==> src/rtl/icache_refill_if.sv <==
// icache_refill_if
//   Groups the signals between the I-cache refill controller and its neighbours:
//   the miss request handshake from the cache miss logic, the AHB-lite read
//   master bus, and the beat write port into the cache data array.
//
//   Handshake rule for miss_valid/miss_ready: a request transfers on a rising
//   clock edge where both are high. The requester keeps miss_valid high and
//   miss_addr stable until that edge. miss_ready does not depend on
//   miss_valid. A request offered while miss_ready is low is not captured.
//
//   Modports
//     master : the refill controller (drives miss_ready, the AHB request and the fill port)
//     slave  : the environment (miss logic, AHB slave, data array)
interface icache_refill_if #(
  parameter int ADDR_W     = 32,
  parameter int DATA_W     = 32,
  parameter int LINE_WORDS = 4
);
  localparam int IDX_W = $clog2(LINE_WORDS);

  // miss request
  logic              miss_valid;
  logic [ADDR_W-1:0] miss_addr;
  logic              miss_ready;

  // AHB-lite read master
  logic [ADDR_W-1:0] haddr;
  logic [1:0]        htrans;
  logic [2:0]        hburst;
  logic [2:0]        hsize;
  logic              hwrite;
  logic              hready;
  logic              hresp;
  logic [DATA_W-1:0] hrdata;

  // cache data array write port
  logic              fill_we;
  logic [IDX_W-1:0]  fill_idx;
  logic [DATA_W-1:0] fill_data;
  logic              refill_done;
  logic              refill_err;

  modport master (
    input  miss_valid, miss_addr, hready, hresp, hrdata,
    output miss_ready, haddr, htrans, hburst, hsize, hwrite,
           fill_we, fill_idx, fill_data, refill_done, refill_err
  );

  modport slave (
    output miss_valid, miss_addr, hready, hresp, hrdata,
    input  miss_ready, haddr, htrans, hburst, hsize, hwrite,
           fill_we, fill_idx, fill_data, refill_done, refill_err
  );
endinterface

==> src/rtl/icache_refill_ctrl.sv <==
// icache_refill_ctrl
//   AHB-lite read master that refills one I-cache line per miss. A miss
//   address is captured and aligned to the line, then a fixed-length
//   incrementing word burst is issued. Each returned beat is registered
//   and written into the cache data array one cycle after its data phase.
//   Only one refill is in flight at a time.
//
//   Ports
//     clk        clock, all state on posedge
//     rst        asynchronous reset, active-high
//     bus        icache_refill_if.master: miss handshake, AHB bus, fill port
//     state_dbg  current FSM state encoding (IDLE=0 ADDR=1 BURST=2 DRAIN=3 DONE=4 ERR=5)
module icache_refill_ctrl #(
  parameter int ADDR_W     = 32,
  parameter int DATA_W     = 32,
  parameter int LINE_WORDS = 4
) (
  input  logic                  clk,
  input  logic                  rst,
  icache_refill_if.master       bus,
  output logic [2:0]            state_dbg
);

  localparam int IDX_W = $clog2(LINE_WORDS);
  localparam int OFF_W = $clog2(LINE_WORDS * 4);
  localparam int CNT_W = IDX_W + 1;

  localparam logic [CNT_W-1:0]  LAST_BEAT = CNT_W'(LINE_WORDS - 1);
  localparam logic [CNT_W-1:0]  ALL_BEATS = CNT_W'(LINE_WORDS);
  localparam logic [ADDR_W-1:0] LINE_MASK = {{(ADDR_W-OFF_W){1'b1}}, {OFF_W{1'b0}}};

  localparam logic [2:0] BURST_CODE = (LINE_WORDS == 4)  ? 3'b011 :
                                      (LINE_WORDS == 8)  ? 3'b101 :
                                      (LINE_WORDS == 16) ? 3'b111 : 3'b001;

  localparam logic [1:0] HT_IDLE   = 2'b00;
  localparam logic [1:0] HT_NONSEQ = 2'b10;
  localparam logic [1:0] HT_SEQ    = 2'b11;

  typedef enum logic [2:0] {
    S_IDLE  = 3'd0,
    S_ADDR  = 3'd1,
    S_BURST = 3'd2,
    S_DRAIN = 3'd3,
    S_DONE  = 3'd4,
    S_ERR   = 3'd5
  } state_t;

  state_t            state_q, state_d;
  logic [ADDR_W-1:0] base_q;
  logic [CNT_W-1:0]  a_cnt_q;     // address phases issued
  logic [CNT_W-1:0]  d_cnt_q;     // data phases completed without error
  logic              dp_pend_q;   // a data phase is on the bus this cycle

  logic              fill_we_q;
  logic [IDX_W-1:0]  fill_idx_q;
  logic [DATA_W-1:0] fill_data_q;

  logic [1:0]        htrans_c;
  logic [ADDR_W-1:0] haddr_c;
  logic              miss_ready_c;
  logic              done_c;
  logic              err_c;

  logic              accept;
  logic              dp_ok;
  logic              dp_err;

  assign accept = (state_q == S_IDLE) && bus.miss_valid;
  // An error response aborts on its first cycle, whether or not hready is
  // already high; the remaining beats of the line are never fetched.
  assign dp_err = dp_pend_q && bus.hresp;
  assign dp_ok  = dp_pend_q && bus.hready && !bus.hresp;

  // Next-state and bus outputs
  always_comb begin
    state_d      = state_q;
    htrans_c     = HT_IDLE;
    haddr_c      = '0;
    miss_ready_c = 1'b0;
    done_c       = 1'b0;
    err_c        = 1'b0;
    unique case (state_q)
      S_IDLE: begin
        miss_ready_c = 1'b1;
        if (bus.miss_valid) state_d = S_ADDR;
      end
      S_ADDR: begin
        htrans_c = HT_NONSEQ;
        haddr_c  = base_q;
        if (bus.hready) state_d = S_BURST;
      end
      S_BURST: begin
        htrans_c = HT_SEQ;
        haddr_c  = base_q + (ADDR_W'(a_cnt_q) << 2);
        if (dp_err)                                     state_d = S_ERR;
        else if (bus.hready && (a_cnt_q == LAST_BEAT))  state_d = S_DRAIN;
      end
      S_DRAIN: begin
        // Leave once the last beat has been captured, so the done pulse
        // lands one cycle after the final fill write.
        if (dp_err)                      state_d = S_ERR;
        else if (d_cnt_q == ALL_BEATS)   state_d = S_DONE;
      end
      S_DONE: begin
        done_c  = 1'b1;
        state_d = S_IDLE;
      end
      S_ERR: begin
        err_c   = 1'b1;
        state_d = S_IDLE;
      end
      default: state_d = S_IDLE;
    endcase
  end

  always_ff @(posedge clk or posedge rst) begin
    if (rst) begin
      state_q     <= S_IDLE;
      base_q      <= '0;
      a_cnt_q     <= '0;
      d_cnt_q     <= '0;
      dp_pend_q   <= 1'b0;
      fill_we_q   <= 1'b0;
      fill_idx_q  <= '0;
      fill_data_q <= '0;
    end else begin
      state_q   <= state_d;
      fill_we_q <= dp_ok;

      if (dp_ok) begin
        fill_idx_q  <= d_cnt_q[IDX_W-1:0];
        fill_data_q <= bus.hrdata;
        d_cnt_q     <= d_cnt_q + 1'b1;
      end

      // A data phase follows every address phase accepted with hready.
      // After an error nothing further is expected.
      if (dp_err || (state_q == S_ERR)) dp_pend_q <= 1'b0;
      else if (bus.hready)              dp_pend_q <= htrans_c[1];

      if (state_q == S_ADDR && bus.hready) a_cnt_q <= CNT_W'(1);
      else if (state_q == S_BURST && bus.hready && !dp_err) a_cnt_q <= a_cnt_q + 1'b1;

      if (accept) begin
        base_q  <= bus.miss_addr & LINE_MASK;
        a_cnt_q <= '0;
        d_cnt_q <= '0;
      end
    end
  end

  assign bus.miss_ready  = miss_ready_c;
  assign bus.htrans      = htrans_c;
  assign bus.haddr       = haddr_c;
  assign bus.hburst      = BURST_CODE;
  assign bus.hsize       = 3'b010;
  assign bus.hwrite      = 1'b0;
  assign bus.fill_we     = fill_we_q;
  assign bus.fill_idx    = fill_idx_q;
  assign bus.fill_data   = fill_data_q;
  assign bus.refill_done = done_c;
  assign bus.refill_err  = err_c;
  assign state_dbg       = state_q;

endmodule

==> src/flat_wrapper.sv <==
// flat-port wrapper written by rule: the top's interface ports become plain ports
module icache_refill_ctrl_flat 
#(
  parameter int ADDR_W     = 32,
  parameter int DATA_W     = 32,
  parameter int LINE_WORDS = 4
)
  (clk, rst, state_dbg, bus_miss_valid, bus_miss_addr, bus_hready, bus_hresp, bus_hrdata, bus_miss_ready, bus_haddr, bus_htrans, bus_hburst, bus_hsize, bus_hwrite, bus_fill_we, bus_fill_idx, bus_fill_data, bus_refill_done, bus_refill_err);
  icache_refill_if #(.ADDR_W(ADDR_W), .DATA_W(DATA_W), .LINE_WORDS(LINE_WORDS)) bus_i ();
  input  logic clk;
  input  logic rst;
  output logic [2:0] state_dbg;
  input wire logic [$bits(bus_i.miss_valid)-1:0] bus_miss_valid;
  input wire logic [$bits(bus_i.miss_addr)-1:0] bus_miss_addr;
  input wire logic [$bits(bus_i.hready)-1:0] bus_hready;
  input wire logic [$bits(bus_i.hresp)-1:0] bus_hresp;
  input wire logic [$bits(bus_i.hrdata)-1:0] bus_hrdata;
  output wire logic [$bits(bus_i.miss_ready)-1:0] bus_miss_ready;
  output wire logic [$bits(bus_i.haddr)-1:0] bus_haddr;
  output wire logic [$bits(bus_i.htrans)-1:0] bus_htrans;
  output wire logic [$bits(bus_i.hburst)-1:0] bus_hburst;
  output wire logic [$bits(bus_i.hsize)-1:0] bus_hsize;
  output wire logic [$bits(bus_i.hwrite)-1:0] bus_hwrite;
  output wire logic [$bits(bus_i.fill_we)-1:0] bus_fill_we;
  output wire logic [$bits(bus_i.fill_idx)-1:0] bus_fill_idx;
  output wire logic [$bits(bus_i.fill_data)-1:0] bus_fill_data;
  output wire logic [$bits(bus_i.refill_done)-1:0] bus_refill_done;
  output wire logic [$bits(bus_i.refill_err)-1:0] bus_refill_err;
  assign bus_i.miss_valid = bus_miss_valid;
  assign bus_i.miss_addr = bus_miss_addr;
  assign bus_i.hready = bus_hready;
  assign bus_i.hresp = bus_hresp;
  assign bus_i.hrdata = bus_hrdata;
  assign bus_miss_ready = bus_i.miss_ready;
  assign bus_haddr = bus_i.haddr;
  assign bus_htrans = bus_i.htrans;
  assign bus_hburst = bus_i.hburst;
  assign bus_hsize = bus_i.hsize;
  assign bus_hwrite = bus_i.hwrite;
  assign bus_fill_we = bus_i.fill_we;
  assign bus_fill_idx = bus_i.fill_idx;
  assign bus_fill_data = bus_i.fill_data;
  assign bus_refill_done = bus_i.refill_done;
  assign bus_refill_err = bus_i.refill_err;
  icache_refill_ctrl #(.ADDR_W(ADDR_W), .DATA_W(DATA_W), .LINE_WORDS(LINE_WORDS)) u_core (.clk(clk), .rst(rst), .bus(bus_i), .state_dbg(state_dbg));
endmodule
==> config.mk <==
export PLATFORM = sky130hd
export DESIGN_NAME = icache_refill_ctrl_flat
export DESIGN_NICKNAME = d
export VERILOG_FILES = /design/src/rtl/icache_refill_if.sv /design/src/rtl/icache_refill_ctrl.sv /design/src/flat_wrapper.sv
export SDC_FILE = /design/constraint.sdc
export NUM_CORES = 1
export LEC_CHECK = 0
export ABC_AREA = 1
export CELL_PAD_IN_SITES_DETAIL_PLACEMENT = 1
export CELL_PAD_IN_SITES_GLOBAL_PLACEMENT = 2
export CORE_UTILIZATION = 26
export DETAILED_ROUTE_END_ITERATION = 12
export PLACE_DENSITY = 0.93
export SETUP_SLACK_MARGIN = 0.2
export SYNTH_ARGS = -nofsm -noshare
export SYNTH_HDL_FRONTEND = slang
export SYNTH_SLANG_ARGS = --single-unit
==> constraint.sdc <==
create_clock -name clk -period 4.6 [get_ports clk]
set_clock_uncertainty 0.1 [all_clocks]
set_input_delay 1.15 -clock clk [delete_from_list [all_inputs] [get_ports clk]]
set_output_delay 1.15 -clock clk [all_outputs]
set_load 0.1 [all_outputs]
Word-level counts from Yosys, hierarchy flattened

Cells that the tools add are included.

Muxes and demuxes: 19
$add $sub $neg: 3
Reductions and logical operators: 16
Equal/unequal tests: 11

Operator list:

| kind                | count |
|---|---|
| $pmux 32 s2         | 1 |
| $mux 3              | 11 |
| $add 32x5->32       | 1 |
| $pmux 3 s4          | 1 |
| $eq 3x2->1 const B  | 3 |
| $eq 3x3->1 const B  | 3 |
| $logic_and 1x1->1   | 8 |
| $add 3x1->3 const B | 2 |
| $ne 3x1->1 const B  | 2 |
| $mux 1              | 5 |
| $ne 2x2->1 const B  | 2 |
| $pmux 2 s2          | 1 |
| $reduce_and 4->1    | 1 |
| $reduce_bool 2->1   | 2 |
| $eq 3x1->1 const B  | 1 |
| $logic_not 3->1     | 1 |
| $reduce_bool 3->1   | 1 |
| $logic_not 1->1     | 2 |
| $logic_or 1x1->1    | 1 |

Register bits after elaboration: 73
Output and inout port bits: 82
Word-level logic and storage cells: 57
Input port bits: 69

Logic depth before layout (Yosys ltp)

Depth after elaboration: 6
Gate-level depth with buffers: 10
Mapped depth without buffers: 10

Worst setup path before layout

No wires, ideal clock.

Path type: register to output
Start: register u_core.state_q[0] (netlist: u_core.state_dbg[0])
End: output bus_haddr[11]
Cell stages (with the launch flop): 6
Required time: 3.350 ns
Slack: -0.286 ns
Data arrival time: 3.636 ns
Cells stage by stage: dfrtp_1 -> nor2_4 -> nand2_2 -> inv_2 -> nand2_1 -> o31ai_1

Word-level cells in the longest chain between the ends: 2

Ends and longest elaborated chain:

| what                                     | line                      | RTL |
|---|---|---|
| start, declared                          | icache_refill_ctrl.sv:49  | `state_t state_q, state_d;` |
| start signal, assigned                   | icache_refill_ctrl.sv:128 | `state_q <= state_d;` |
| $eq 3x2->1 or $eq 3x1->1 (tied branches) | icache_refill_ctrl.sv:83  | `unique case (state_q)` |
| $pmux 32 s2 *                            | icache_refill_ctrl.sv:83  |  |
| end, declared                            | flat_wrapper.sv:19        | `output wire logic [$bits(bus_i.haddr)-1:0] bus_haddr;` |

Every way passes the cells marked *; elsewhere a longest branch is shown, timed or not.

Worst setup path in the final report

Start: register u_core.state_q[0] (netlist: u_core.state_dbg[0])
End: output bus_haddr[15]

Same word-level chain as after synthesis.

==> results.json <==
{
  "synth_ff_type": "dfrtp_1",
  "htree_levels": 3,
  "register_area_um2": 1830,
  "cp-start-kind": "flip-flop",
  "synthTopCellsByArea": "dfrtp_1 44%, nand2_1 23%, nand3_1 4.6%",
  "ios": 151,
  "hpwl_mm": 9.52,
  "clock_latency_ns": 0.34,
  "final.min_clock_period_ns": 3.80,
  "ant_nets": 0,
  "ys_warn_count": 0,
  "grt.overflow.total": 0,
  "final_common_cell": "nand2_1",
  "antenna_found_initial": 2,
  "drive_above_1_share": 0.125,
  "synth-async-reset-ratio": 1.00,
  "portBuffers": 137,
  "via_count": 4041,
  "wl_mm": 12.8,
  "grt_pass1_wl_mm": 21.4,
  "layout_setup_ws_ns": 0.803,
  "synth.top_cell.area_share": 0.445,
  "clockBufferDepth": 2,
  "slew_viol_final": 0,
  "path_clk_slew_ns": 0.06,
  "hold_class": "flip-flop to flip-flop",
  "post_synth.cell_area_avg_um2": 7.20,
  "final_cell_mix": "249 x nand2_1, 105 x clkdlybuf4s50_1, 73 x dfrtp_1, 42 x inv_1, 38 x nand3_1",
  "slew_headroom": 0.315,
  "post-place-ws_ns": 1.15,
  "core_area_um2": 15300,
  "layoutNonFillerInstCount": 917,
  "netlist_instances": 571,
  "ys_types": 31,
  "cts_buffers": 9,
  "avgRoutedWirePerCell_um": 14.0,
  "yosysTopAreaCell": "dfrtp_1",
  "drc": 0,
  "postCtsSetupRepairBufs": 0,
  "cts_tree": "built",
  "synth-seq-cells": 73,
  "track_usage": 0.167,
  "tightest_slew_ns": 1.02,
  "drv_cap": 0,
  "hold_viol": 0,
  "grt_start_max_net_pins": 74,
  "setup_viol": 0,
  "endpoint_kind": "output port",
  "post_cts_resized": 0,
  "syn_area_um2": 4110,
  "clock-sinks": 73,
  "gp_congestion": 0.804,
  "required_ns": 3.35,
  "place_area_um2": 5540,
  "final_util": 0.381,
  "worstPathArrival_ns": 2.55,
  "post-route-period-util": 0.825,
  "die_h_um": 128,
  "worstSetupPathType": "flip-flop to output port",
  "nNetsFinal": 775,
  "n_fill_cell": 1899,
  "crit_fanout": 26,
  "multi_input_area_um2": 1960,
  "fp.dieW_um": 128,
  "rows": 45,
  "vias_per_cell": 4.41,
  "synth_edf_count": 0,
  "outcome": "complete, no violations",
  "seq_area_frac_synth": 0.445,
  "fmax_ghz": 0.263,
  "start_util": 0.268,
  "syn_to_final_growth_pct": 42.0,
  "drt_first_pass_iters": 4,
  "cts_hold_buffers": 0,
  "cts_root_buf": "clkbuf_16",
  "drtIter0Drc": 164,
  "grt_pass1_vias": 4359,
  "rsz0062_at_grt": "no",
  "die-area_um2": 16300,
  "placedCellCount": 900,
  "stdcell_area_um2": 5830
}
[registers in the layout, summed over array words and instances (netlist names)]
register / flops
u_core.a_cnt_q: 3
u_core.dp_pend_q: 1
u_core.bus.fill_data: 32
u_core.base_q: 28
u_core.d_cnt_q: 3
u_core.bus.fill_we: 1
u_core.bus.fill_idx: 2
u_core.state_dbg: 3
[cell usage after synthesis, types with 4 or more instances]
| cell | instances |
|---|---|
| buf_4 | 18 |
| inv_1 | 43 |
| nor2_1 | 37 |
| nor2_2 | 6 |
| inv_2 | 6 |
| nand3_1 | 38 |
| buf_2 | 9 |
| a21oi_1 | 13 |
| dfrtp_1 | 73 |
| nor2_4 | 6 |
| nand2_2 | 6 |
| nand2_1 | 249 |
| o22ai_1 | 4 |
| o21ai_0 | 33 |
| o21ai_1 | 5 |
| ha_1 | 6 |
[worst max-delay path, stage by stage, from the launching register on]
cell and delay, ns:
dfrtp_1 0.46, nor2_4 0.17, nand2_2 0.19, inv_2 0.46, nand2_1 0.16, nor2_1 0.19, nand2_1 0.09, a21oi_2 0.16
buf_4 0.31
[layout make-up]
type	count	share of cell area
Multi-Input combinational cell	427	0.335
Sequential cell	73	0.313
Timing Repair Buffer	140	0.225
Tap cell	211	0.0453
Clock buffer	9	0.0386
Inverter	49	0.0315
Clock inverter	7	0.0105
Antenna cell	1	0.000429
[metrics by stage]
stage	setup TNS, ns	hold slack, ns
floorplan	-1.38	0.333
global placement	0	0.349
detailed placement	0	0.358
CTS	0	0.368
global route	0	0.377
finish	0	0.361
[routing by layer]
| layer | global-route usage | up-vias | routed length (um) |
|---|---|---|---|
| met3 | 0.0630 | 8 | 988 |
| met5 | 0 | - | 0 |
| li1 | - | 2021 | - |
| met1 | 0.190 | 1918 | 5330 |
| met4 | 0.0519 | 0 | 108 |
| met2 | 0.292 | 94 | 6420 |
[worst paths after layout]
kind,from,end,slack (ns),depth (start not counted)
max,u_core.state_dbg[0]$_DFFE_PP0P_,bus_haddr[15],0.80,8
min,u_core.d_cnt_q[2]$_DFFE_PP0P_,u_core.d_cnt_q[2]$_DFFE_PP0P_,0.36,1
min in group asynchronous,rst,u_core.base_q[28]$_DFFE_PP0P_,1.34,3
max reg2reg,u_core.state_dbg[0]$_DFFE_PP0P_,u_core.base_q[21]$_DFFE_PP0P_,2.56,6
max in group asynchronous,rst,u_core.d_cnt_q[2]$_DFFE_PP0P_,2.45,3
min reg2reg,u_core.d_cnt_q[2]$_DFFE_PP0P_,u_core.d_cnt_q[2]$_DFFE_PP0P_,0.36,1
[logic make-up after synthesis]
logic type	Yosys count	synth area share
AO/OA/AOI/OAI	63	0.0880
AND/OR/NAND/NOR	349	0.355
buffers and inverters	78	0.0923
flip-flops	73	0.445
other	2	0.00183
adder cells (fa/ha/maj)	6	0.0183
Power is not shown: default switching activity piles up to over one toggle a cycle in this logic, so the estimate is an artifact.
